[src/rtl/io_mux_pkg.sv]
// Shared constants and types for the io_mux pin multiplexer:
// register offsets, per-pin state encoding and function indices.
package io_mux_pkg;

    localparam logic [7:0] SEL_BASE   = 8'h00;
    localparam logic [7:0] LOCK_OFF   = 8'h40;
    localparam logic [7:0] STATUS_OFF = 8'h44;
    localparam logic [7:0] PADIN_OFF  = 8'h48;

    typedef enum logic {
        STABLE = 1'b0,
        GUARD  = 1'b1
    } pin_state_e;

    localparam int unsigned FUNC_GPIO = 0;
    localparam int unsigned FUNC_ALT1 = 1;
    localparam int unsigned FUNC_ALT2 = 2;
    localparam int unsigned FUNC_ALT3 = 3;

    // Width of a function-select field; never narrower than one bit.
    function automatic int unsigned sel_width(input int unsigned n);
        return (n > 2) ? $clog2(n) : 1;
    endfunction

endpackage

[src/rtl/io_mux_pin.sv]
// One muxed pad: guarded function switching, output mux and input synchroniser.
module io_mux_pin
    import io_mux_pkg::*;
#(
    parameter int unsigned NUM_FUNCS    = 4,
    parameter int unsigned GUARD_CYCLES = 4,
    parameter int unsigned SYNC_STAGES  = 2,
    localparam int unsigned FW          = sel_width(NUM_FUNCS)
) (
    input  logic                 clk,
    input  logic                 rst_n,
    input  logic [NUM_FUNCS-1:0] i_func_out,
    input  logic [NUM_FUNCS-1:0] i_func_oe,
    output logic [NUM_FUNCS-1:0] o_func_in,
    input  logic                 i_pad_in,
    output logic                 o_pad_out,
    output logic                 o_pad_oe,
    input  logic                 i_sel_we,
    input  logic [31:0]          i_sel_wdata,
    output logic [FW-1:0]        o_pending,
    output logic                 o_guard,
    output logic                 o_sync
);

    pin_state_e             r_state;
    logic [7:0]             r_cnt;
    logic [FW-1:0]          r_active;
    logic [FW-1:0]          r_pend;
    logic [SYNC_STAGES-1:0] r_sync;
    logic                   w_valid;
    logic [FW-1:0]          w_new;

    assign w_new   = i_sel_wdata[FW-1:0];
    // Range check uses the whole word so high garbage bits cannot alias a valid function.
    assign w_valid = i_sel_we && (i_sel_wdata < 32'(NUM_FUNCS)) && (w_new != r_pend);

    always_ff @(posedge clk or negedge rst_n) begin
        if (!rst_n) begin
            r_state  <= STABLE;
            r_cnt    <= '0;
            r_active <= '0;
            r_pend   <= '0;
        end else begin
            case (r_state)
                STABLE: begin
                    if (w_valid) begin
                        r_pend <= w_new;
                        if (GUARD_CYCLES == 0) begin
                            r_active <= w_new;
                        end else begin
                            r_cnt   <= 8'(GUARD_CYCLES);
                            r_state <= GUARD;
                        end
                    end
                end
                GUARD: begin
                    if (w_valid) begin
                        r_pend <= w_new;
                        r_cnt  <= 8'(GUARD_CYCLES);
                    end else if (r_cnt == 8'd1) begin
                        r_active <= r_pend;
                        r_cnt    <= '0;
                        r_state  <= STABLE;
                    end else begin
                        r_cnt <= r_cnt - 8'd1;
                    end
                end
                default: r_state <= STABLE;
            endcase
        end
    end

    always_ff @(posedge clk or negedge rst_n) begin
        if (!rst_n) begin
            r_sync <= '1;
        end else begin
            r_sync <= {r_sync[SYNC_STAGES-2:0], i_pad_in};
        end
    end

    // Inactive functions see idle-high so UART/I2C receivers stay quiet.
    always_comb begin
        o_pad_out = 1'b0;
        o_pad_oe  = 1'b0;
        o_func_in = '1;
        if (r_state == STABLE) begin
            o_pad_out           = i_func_out[r_active];
            o_pad_oe            = i_func_oe[r_active];
            o_func_in[r_active] = r_sync[SYNC_STAGES-1];
        end
    end

    assign o_pending = r_pend;
    assign o_guard   = (r_state == GUARD);
    assign o_sync    = r_sync[SYNC_STAGES-1];

endmodule

[src/rtl/io_mux.sv]
// Memory-mapped pin multiplexer: bus decode, LOCK register, read mux and per-pin instances.
module io_mux
    import io_mux_pkg::*;
#(
    parameter logic [31:0] IO_MUX_BASE_ADDR = 32'h4000_5000,
    parameter int unsigned NUM_PINS         = 8,
    parameter int unsigned NUM_FUNCS        = 4,
    parameter int unsigned GUARD_CYCLES     = 4,
    parameter int unsigned SYNC_STAGES      = 2
) (
    input  logic                          clk,
    input  logic                          rst_n,
    input  logic [31:0]                   mem_addr,
    input  logic [31:0]                   mem_wdata,
    input  logic                          mem_we,
    input  logic                          mem_re,
    output logic [31:0]                   mem_rdata,
    input  logic [NUM_FUNCS*NUM_PINS-1:0] func_out,
    input  logic [NUM_FUNCS*NUM_PINS-1:0] func_oe,
    output logic [NUM_FUNCS*NUM_PINS-1:0] func_in,
    input  logic [NUM_PINS-1:0]           pad_in,
    output logic [NUM_PINS-1:0]           pad_out,
    output logic [NUM_PINS-1:0]           pad_oe
);

    localparam int unsigned FW = sel_width(NUM_FUNCS);

    logic                                 w_hit;
    logic                                 w_wr;
    logic [7:0]                           w_off;
    logic                                 r_lock;
    logic [NUM_PINS-1:0]                  w_pin_we;
    logic [NUM_PINS-1:0]                  w_guard;
    logic [NUM_PINS-1:0]                  w_sync;
    logic [NUM_PINS-1:0][FW-1:0]          w_pend;
    logic [NUM_PINS-1:0][NUM_FUNCS-1:0]   w_fout;
    logic [NUM_PINS-1:0][NUM_FUNCS-1:0]   w_foe;
    logic [NUM_PINS-1:0][NUM_FUNCS-1:0]   w_fin;

    assign w_off = mem_addr[7:0];
    assign w_hit = (mem_addr[31:8] == IO_MUX_BASE_ADDR[31:8]) && (mem_addr[1:0] == 2'b00);
    assign w_wr  = mem_we && w_hit;

    always_ff @(posedge clk or negedge rst_n) begin
        if (!rst_n) begin
            r_lock <= 1'b0;
        end else if (w_wr && (w_off == LOCK_OFF) && mem_wdata[0]) begin
            r_lock <= 1'b1;
        end
    end

    for (genvar p = 0; p < NUM_PINS; p++) begin : g_pin
        assign w_pin_we[p] = w_wr && !r_lock && (w_off == SEL_BASE + 8'(4 * p));

        // Regroup the function-major bus into per-pin vectors.
        for (genvar f = 0; f < NUM_FUNCS; f++) begin : g_func
            assign w_fout[p][f]           = func_out[f*NUM_PINS+p];
            assign w_foe[p][f]            = func_oe[f*NUM_PINS+p];
            assign func_in[f*NUM_PINS+p]  = w_fin[p][f];
        end

        io_mux_pin #(
            .NUM_FUNCS    (NUM_FUNCS),
            .GUARD_CYCLES (GUARD_CYCLES),
            .SYNC_STAGES  (SYNC_STAGES)
        ) u_pin (
            .clk         (clk),
            .rst_n       (rst_n),
            .i_func_out  (w_fout[p]),
            .i_func_oe   (w_foe[p]),
            .o_func_in   (w_fin[p]),
            .i_pad_in    (pad_in[p]),
            .o_pad_out   (pad_out[p]),
            .o_pad_oe    (pad_oe[p]),
            .i_sel_we    (w_pin_we[p]),
            .i_sel_wdata (mem_wdata),
            .o_pending   (w_pend[p]),
            .o_guard     (w_guard[p]),
            .o_sync      (w_sync[p])
        );
    end

    always_comb begin
        mem_rdata = '0;
        if (mem_re && w_hit) begin
            case (w_off)
                LOCK_OFF:   mem_rdata[0]          = r_lock;
                STATUS_OFF: mem_rdata[NUM_PINS-1:0] = w_guard;
                PADIN_OFF:  mem_rdata[NUM_PINS-1:0] = w_sync;
                default: begin
                    for (int unsigned p = 0; p < NUM_PINS; p++) begin
                        if (w_off == SEL_BASE + 8'(4 * p)) begin
                            mem_rdata[FW-1:0] = w_pend[p];
                        end
                    end
                end
            endcase
        end
    end

endmodule

[config.mk]
export PLATFORM = sky130hd
export DESIGN_NAME = io_mux
export DESIGN_NICKNAME = d
export VERILOG_FILES = /design/src/rtl/io_mux_pkg.sv /design/src/rtl/io_mux_pin.sv /design/src/rtl/io_mux.sv
export SDC_FILE = /design/constraint.sdc
export NUM_CORES = 1
export LEC_CHECK = 0
export CAP_MARGIN = 5
export CORE_ASPECT_RATIO = 1.5
export CORE_MARGIN = 2
export CORE_UTILIZATION = 48
export CTS_CLUSTER_DIAMETER = 30
export CTS_CLUSTER_SIZE = 24
export DETAILED_ROUTE_END_ITERATION = 12
export GPL_TIMING_DRIVEN = 0
export PLACE_DENSITY = 0.8
export SYNTH_ARGS = -nofsm -noshare
export SYNTH_HDL_FRONTEND = slang
export SYNTH_SLANG_ARGS = --single-unit
[constraint.sdc]
create_clock -name clk -period 2.9 [get_ports clk]
set_clock_uncertainty 0.15 [all_clocks]
set_input_delay 0.29 -clock clk [delete_from_list [all_inputs] [get_ports clk]]
set_output_delay 0.29 -clock clk [all_outputs]
set_load 0.005 [all_outputs]
==> results.md, run 1 <==
* Status: complete, no violations
* CP Class: input pin to output pin
* Fmax at 360 MHz
* Finished Core Util at 68.6%
* Die area at 16600 sq um
* Hold crit path type: input pin to flip-flop
* Reg2reg setup slack at 430 ps
* DRC at 0
* Layout cell share with drive strength beyond 1 at between 15 and 20%
* Met2 Track Usage GR at 41.8%
* Setup slack at placement at -409 ps
* Worst slew pin tran at 673 ps
* Yosys top cell area share at between 30% and 40%
* GR Util met1 at 25.6%
* Die Height at 157 um
* Die width at 106 um
* Routed wire length at 18.3 mm
* Clock Path Buffers at 2
* Vias in the first global route at 6360
* Seq/Total Area, Yosys at 40.9%
* Initial core utilization at 49.2%
* Largest net degree at the start of global routing at between 80 and 90
* CTS sink count at between 100 and 150
* Main area contributors after synthesis: dfrtp_1 (35%), dfstp_2 (5.6%), mux4_2 (4.8%)
* Final setup fails at 0
* Met3 usage at 4.66%
* Detailed placement HPWL at between 10 and 15 mm
* Number of flops mapped to enable cells by yosys at 0
* Most common cell after layout, fill and taps aside: clkdlybuf4s50_1
* Mean Syn Cell Area at 9.90 sq um
* Overall routing resource usage at approximately 22%
* Grt total ovfl at 0
* FFs w/ async S/R, synth at 100%
* Commonest non-fill, non-tap cells in the layout: clkdlybuf4s50_1 (187), dfrtp_1 (105), nor2_1 (78)
* Number of synthesis warnings at 0
* Top FF cell, synth: dfrtp_1
* H-tree depth at 4
* Most used routing layer: met2
* Arr. time, crit path at 2330 ps
* TritonRoute pass-1 iters at 5
* Power Density at 404 nW/um^2
* Final net count at between 1k and 1.5k
* Mapped cell area at 7450 sq um
* Antenna diode count at 0
* Post-route ant nets at 0
* Period minus WS final at 2770 ps
* Core area at approximately 15000 sq um
* Skew-Pair Late Insertion Delay at roughly 410 ps
* Crit path required time at 2460 ps
* Num CTS Buffers at 17
* CTS tree: yes
* First-pass GRT wire length at 29.9 mm
* Final period util at 95.7%
* RSZ-0062 raised after global routing: no
* Vias per std cell at approximately 5.4
* Relative slew slack at 54.8%
* Placer congestion estimate at roughly 0.90
* Crit-path max FO at 4
* Final hold vios at 0
* Initial antenna violation count at 0
* Synth Register Bits at 121
* Fin worst setup slack at 125 ps
* Count of input and output buffers at 191
* CP Capture Type: output pin
* Pins Over Slew Limit at 0
* CP Launch Type: input pin
* Leakage power at between 4 and 5 nW
* Drt wl/cell at 15.2 um
* Maximum capacitance violations at 0
* # IOs at 220
* Cell Area, Placed at 9730 sq um
* VDD IR max at ~0.00028 V
* Via count at 6520
* Row count at 55
* Area grow syn2layout at 39.4%
* Total power at 4.19 mW
* Post-Syn Instances at 753
* DRT iter0 DRCs at roughly 250
* Root Buffer: clkbuf_16
* Clock slew at reported path FFs at 60 ps
* Post-synth top area cell: dfrtp_1
* Finished Cell Area at around 10000 sq um
* Synth unique cells at between 60 and 70
* Setup Total Neg Slack at 0 ps
==> cell families (layout without fill, tap and decap cells) <==
kind of cell               after synthesis  count (layout)  share of synthesized area (%)
and+or+nand+nor                        315             315                           23.6
DFF                                    121             121                           40.9
AOI/OAI and AO/OA                      119             119                           10.6
buffers and inverters                   96             321                           7.42
muxes                                   69              69                           12.8
adders and majority gates               16              16                           2.69
xor gates and xnor gates                16              16                           1.88
other                                    1              24                         0.0503
==> through the flow <==
step	hold slack, ps	instances
finish	131	1200
global route	133	1200
CTS	118	1200
detailed placement	68.4	1167
global placement	196	1166
floorplan	-156	776
==> critical path: stages <==
cell and delay (ps):
clkdlybuf4s50_1 490, nor4b_4 320, buf_4 180, and3_1 180, a22oi_1 80, o221ai_1 90, and3b_1 200, clkdlybuf4s50_1 510
==> routing by layer <==
metal  routed length (um)  part of all wire [%]  vias up
li1                     -                     -     3121
met1                 6960                    38     3125
met2                 9800                    54      252
met3                 1230                   6.7       22
met4                  279                   1.5        0
met5                    0                     0        -
==> cells in the mapped netlist, drive strengths merged (2+ instances only) <==
cell type	count
o41ai	3
dfrtp	105
or3	23
nor3	39
dfstp	16
or4b	2
o31ai	6
mux4	16
a22oi	9
inv	25
xor2	8
o21bai	3
and2	17
nor2	80
or3b	2
or4	9
mux2	38
a31oi	3
xnor2	8
and3	2
mux2i	15
nand2b	14
o21ai	16
a211oi	15
nand4	5
nor3b	6
a211o	6
nand3	18
nor4	14
and4bb	3
ha	16
a21o	4
a21oi	48
buf	56
nor2b	14
nand2	48
nor4b	7
nand3b	8
clkbuf	15
==> flip-flops by register name, summed over array words and instances, names as in the netlist <==
name / count
r_lock: 1
g_pin.u_pin.r_active: 16
g_pin.u_pin.o_pending: 16
g_pin.u_pin.o_guard: 8
g_pin.u_pin.r_sync: 16
g_pin.u_pin.r_cnt: 64
==> power by group <==
group | total [mW] | internal (mW) | switching [mW]
logic | 0.364 | 0.238 | 0.126
clock network | 2.11 | 1.36 | 0.746
registers | 1.72 | 1.71 | 0.00704
total | 4.19 | 3.31 | 0.879
==> timing repair <==
item | CTS | global route
buffers inserted | 1 | 0
pin swaps | 0 | 1
gates resized for setup | 11 | 5
hold endpoints to repair | 38 | 0
hold buffers | 1 | 0
setup endpoints to repair | 8 | 8
==> final cells by class <==
| type | count | area [sq um] |
|---|---|---|
| buffer | 70 | 457 |
| multi-input combinational | 559 | 3980 |
| inverter | 25 | 93.8 |
| tap | 199 | 249 |
| fill | 1167 | 4750 |
| clock inverter | 13 | 151 |
| clock buffer | 19 | 443 |
| sequential | 121 | 3050 |
| timing repair buffer | 194 | 1960 |
==> final timing paths <==
kind                                                    startpoint                                       to  depth (start not counted)
worst min-delay path                                     pad_in[4]       g_pin[4].u_pin.r_sync[0]$_DFF_PN1_                          1
worst min register to register  g_pin[5].u_pin.r_sync[0]$_DFF_PN1_       g_pin[5].u_pin.r_sync[1]$_DFF_PN1_                          0
worst max-delay path                                   mem_addr[7]                             mem_rdata[1]                          8
worst max register to register                  r_lock$_DFFE_PN0P_  g_pin[0].u_pin.o_pending[0]$_DFFE_PN0P_                          6
min in group asynchronous                                    rst_n         g_pin[1].u_pin.o_guard$_DFF_PN0_                          2
max in group asynchronous                                    rst_n       g_pin[2].u_pin.r_sync[1]$_DFF_PN1_                          3
Power figures use the tool's default switching activity.
==> inputs of run 2 (changes only) <==
Settings changed: GPL_TIMING_DRIVEN 0 to unset.
==> run 2 against run 1 <==
Compared with the run above:
- non-clock buffer count decreased by 33
- utilization is 1.4 points lower
- cell count down 2.8%
- via count shrank 0.87%
- clock power fell by 5%
- routed wire length up 0.71%
- sequential share of layout area rose by 0.60 points
==> results.md, run 2 (same netlist as run 1, synthesis figures left out) <==
* Status: complete, no violations
* Leakage power at 4.28 nW (-3.2%)
* Fill cell count at 1166 (-0.086%)
* Die Height at 157 um (unchanged)
* Reg-to-reg critical path endpoint: g_pin[7].u_pin.r_active[0]$_DFFE_PN0P_
* Maximum capacitance violations at 0 (unchanged)
* Vias per std cell at 5.54 (+1.9%)
* R2r startpoint: g_pin[7].u_pin.r_cnt[2]$_DFFE_PN0P_
* DRT iter0 DRCs at 244 (-2.8%)
* Routed wire length at 18.4 mm (+0.71%)
* Count of input and output buffers at 195 (+2.1%)
* Final setup fails at 0 (unchanged)
* Clock Path Buffers at 2 (unchanged)
* Skew-Pair Late Insertion Delay at 410 ps (about the same)
* Clock slew at reported path FFs at 60 ps (about the same)
* Area grow syn2layout at 36.6%
* Arr. time, crit path at 2360 ps (+30 ps)
* CTS sink count at 121 (unchanged)
* Top reg by flops: g_pin.u_pin.r_cnt
* Die width at 106 um (unchanged)
* Final net count at 1111 (-2.9%)
* Commonest non-fill, non-tap cells in the layout: clkdlybuf4s50_1 (191), dfrtp_1 (105), nor2_1 (78)
* Layout cell share with drive strength beyond 1 at 16.0% (-1.9 points)
* Grt total ovfl at 0 (unchanged)
* Largest net degree at the start of global routing at 56 (-33%)
* Max reg flops at 64 (unchanged)
* Min-delay src: pad_in[0]
* Hold Path Depth at 1 (unchanged)
* # IOs at 220 (unchanged)
* Overall routing resource usage at 23.0% (+0.62 points)
* Initial antenna violation count at 0 (unchanged)
* Post-route ant nets at 0 (unchanged)
* DRC at 0 (unchanged)
* Setup slack at placement at 14.9 ps (+424 ps)
* Core area at 15100 sq um (unchanged)
* Row count at 55 (unchanged)
* H-tree depth at 4 (unchanged)
* CP Class: input pin to output pin
* Root Buffer: clkbuf_16
* CP Capture Type: output pin
* Placer congestion estimate at 0.857 (-4.6%)
* Antenna diode count at 0 (unchanged)
* Final period util at 96.5% (+0.85 points)
* Relative slew slack at 53.0% (-1.8 points)
* Finished Core Util at 67.2% (-1.4 points)
* Most common cell after layout, fill and taps aside: clkdlybuf4s50_1
* Crit-path max FO at 3 (-1)
* Period minus WS final at 2800 ps (+24.6 ps)
* CTS tree: yes
* Num CTS Buffers at 17 (unchanged)
* Hold crit path type: input pin to flip-flop
* RSZ-0062 raised after global routing: no
* Fmax at 357 MHz (-0.88%)
* Die area at 16600 sq um (unchanged)
* Via count at 6463 (-0.87%)
* Reg2reg setup slack at 540 ps (+110 ps)
* Worst slew pin tran at 705 ps (+31.8 ps)
* Crit path required time at 2460 ps (about the same)
* Final hold vios at 0 (unchanged)
* Power Density at 400 nW/um^2 (-0.84%)
* Worst reg-to-reg path cell count at 5 (-1)
* Drt wl/cell at 15.8 um (+3.6%)
* Hold path endpoint: g_pin[0].u_pin.r_sync[0]$_DFF_PN1_
* First-pass GRT wire length at 30.7 mm (+2.7%)
* Initial core utilization at 49.2% (unchanged)
* Pins Over Slew Limit at 0 (unchanged)
* Fin worst setup slack at 101 ps (-24.6 ps)
* TritonRoute pass-1 iters at 4 (-1)
* VDD IR max at 0.000351 V (+23%)
* Vias in the first global route at 6501 (+2.2%)
* Setup Total Neg Slack at 0 ps (unchanged)
* Detailed placement HPWL at 13.7 mm (+0.26%)
* CP Launch Type: input pin
==> run 2: changes by cell type in the layout (fill, tap and decap cells not counted), sizes merged, moves of 2 or more <==
cell | previous run | this run
buf | 59 | 36
clkbuf | 33 | 19
clkdlybuf4s50 | 187 | 191
clkinvlp | 3 | 6
bufinv | 3 | 1
==> run 2: cell type report <==
cell class              count  area (sq um)  share of cell area (%)
multi-input cells         559          3960                    38.9
flip-flops and latches    121          3050                    29.9
repair buffers            231          2250                    22.1
clock buffers              19           453                    4.45
well taps                 199           249                    2.45
clock inverters            13           124                    1.22
inverters                  25          93.8                   0.922
==> run 2: repair_timing <==
action / in CTS / in global routing
endpoints found under the hold margin: 41 / 0
setup buffers: 0 / 2
hold buffers: 1 / 0
resized for setup: 0 / 8
setup endpoints to repair: 0 / 8
==> run 2: layer usage <==
metal  wire [um]  GRT usage, %  share of wire (%)  vias up
li1            -             -                  -     3066
met1        7270          26.3                 39     3161
met2        9990          43.2                 54      215
met3         949          5.08                5.2       21
met4         191          6.02                1.0        0
met5           0             0                  0        -
==> run 2: how the worst max path moves through the flow <==
stage	cells after the start	slack (ps)	start	endpoint
after CTS	7	10	mem_addr[3]	mem_rdata[1]
final	8	100	mem_addr[7]	mem_rdata[1]
after floorplan	6	720	mem_addr[17]	g_pin[0].u_pin.o_pending[0]$_DFFE_PN0P_
after global routing	8	7	mem_addr[7]	mem_rdata[1]
after detailed placement	7	10	mem_addr[3]	mem_rdata[1]
after global placement	7	90	mem_addr[5]	mem_rdata[0]
==> run 2: where the power goes <==
part	internal, mW	switching (mW)
Sequential	1.71	0.00721
Clock	1.23	0.781
Combinational	0.227	0.123
Total	3.16	0.911
==> run 2: metrics by stage <==
stage                     instance area (sq um)  hold slack (ps)  std cells  power [mW]
after floorplan                            7540             -156        776        1.85
after global placement                     9550              195       1132        2.09
after detailed placement                   9550              197       1132        2.09
after CTS                                 10100              114       1165        4.10
after global routing                      10200              115       1167        4.21
final                                     10200              128       1167        4.07
==> run 2: worst max-delay path: stages <==
cell and delay, ps:
clkdlybuf4s50_1 480, nor4b_4 280, and2_1 180, buf_4 140
a31oi_1 80, o221ai_1 190, and3b_1 190, clkdlybuf4s50_1 520
==> inputs of run 3 (changes only) <==
Settings changed: ABC_CLOCK_PERIOD_IN_PS set to 2900, GPL_ROUTABILITY_DRIVEN set to 0, SLEW_MARGIN set to 20.
==> results of run 3 <==
Same layout as run 2: the final DEF is identical, and so are final timing and power.
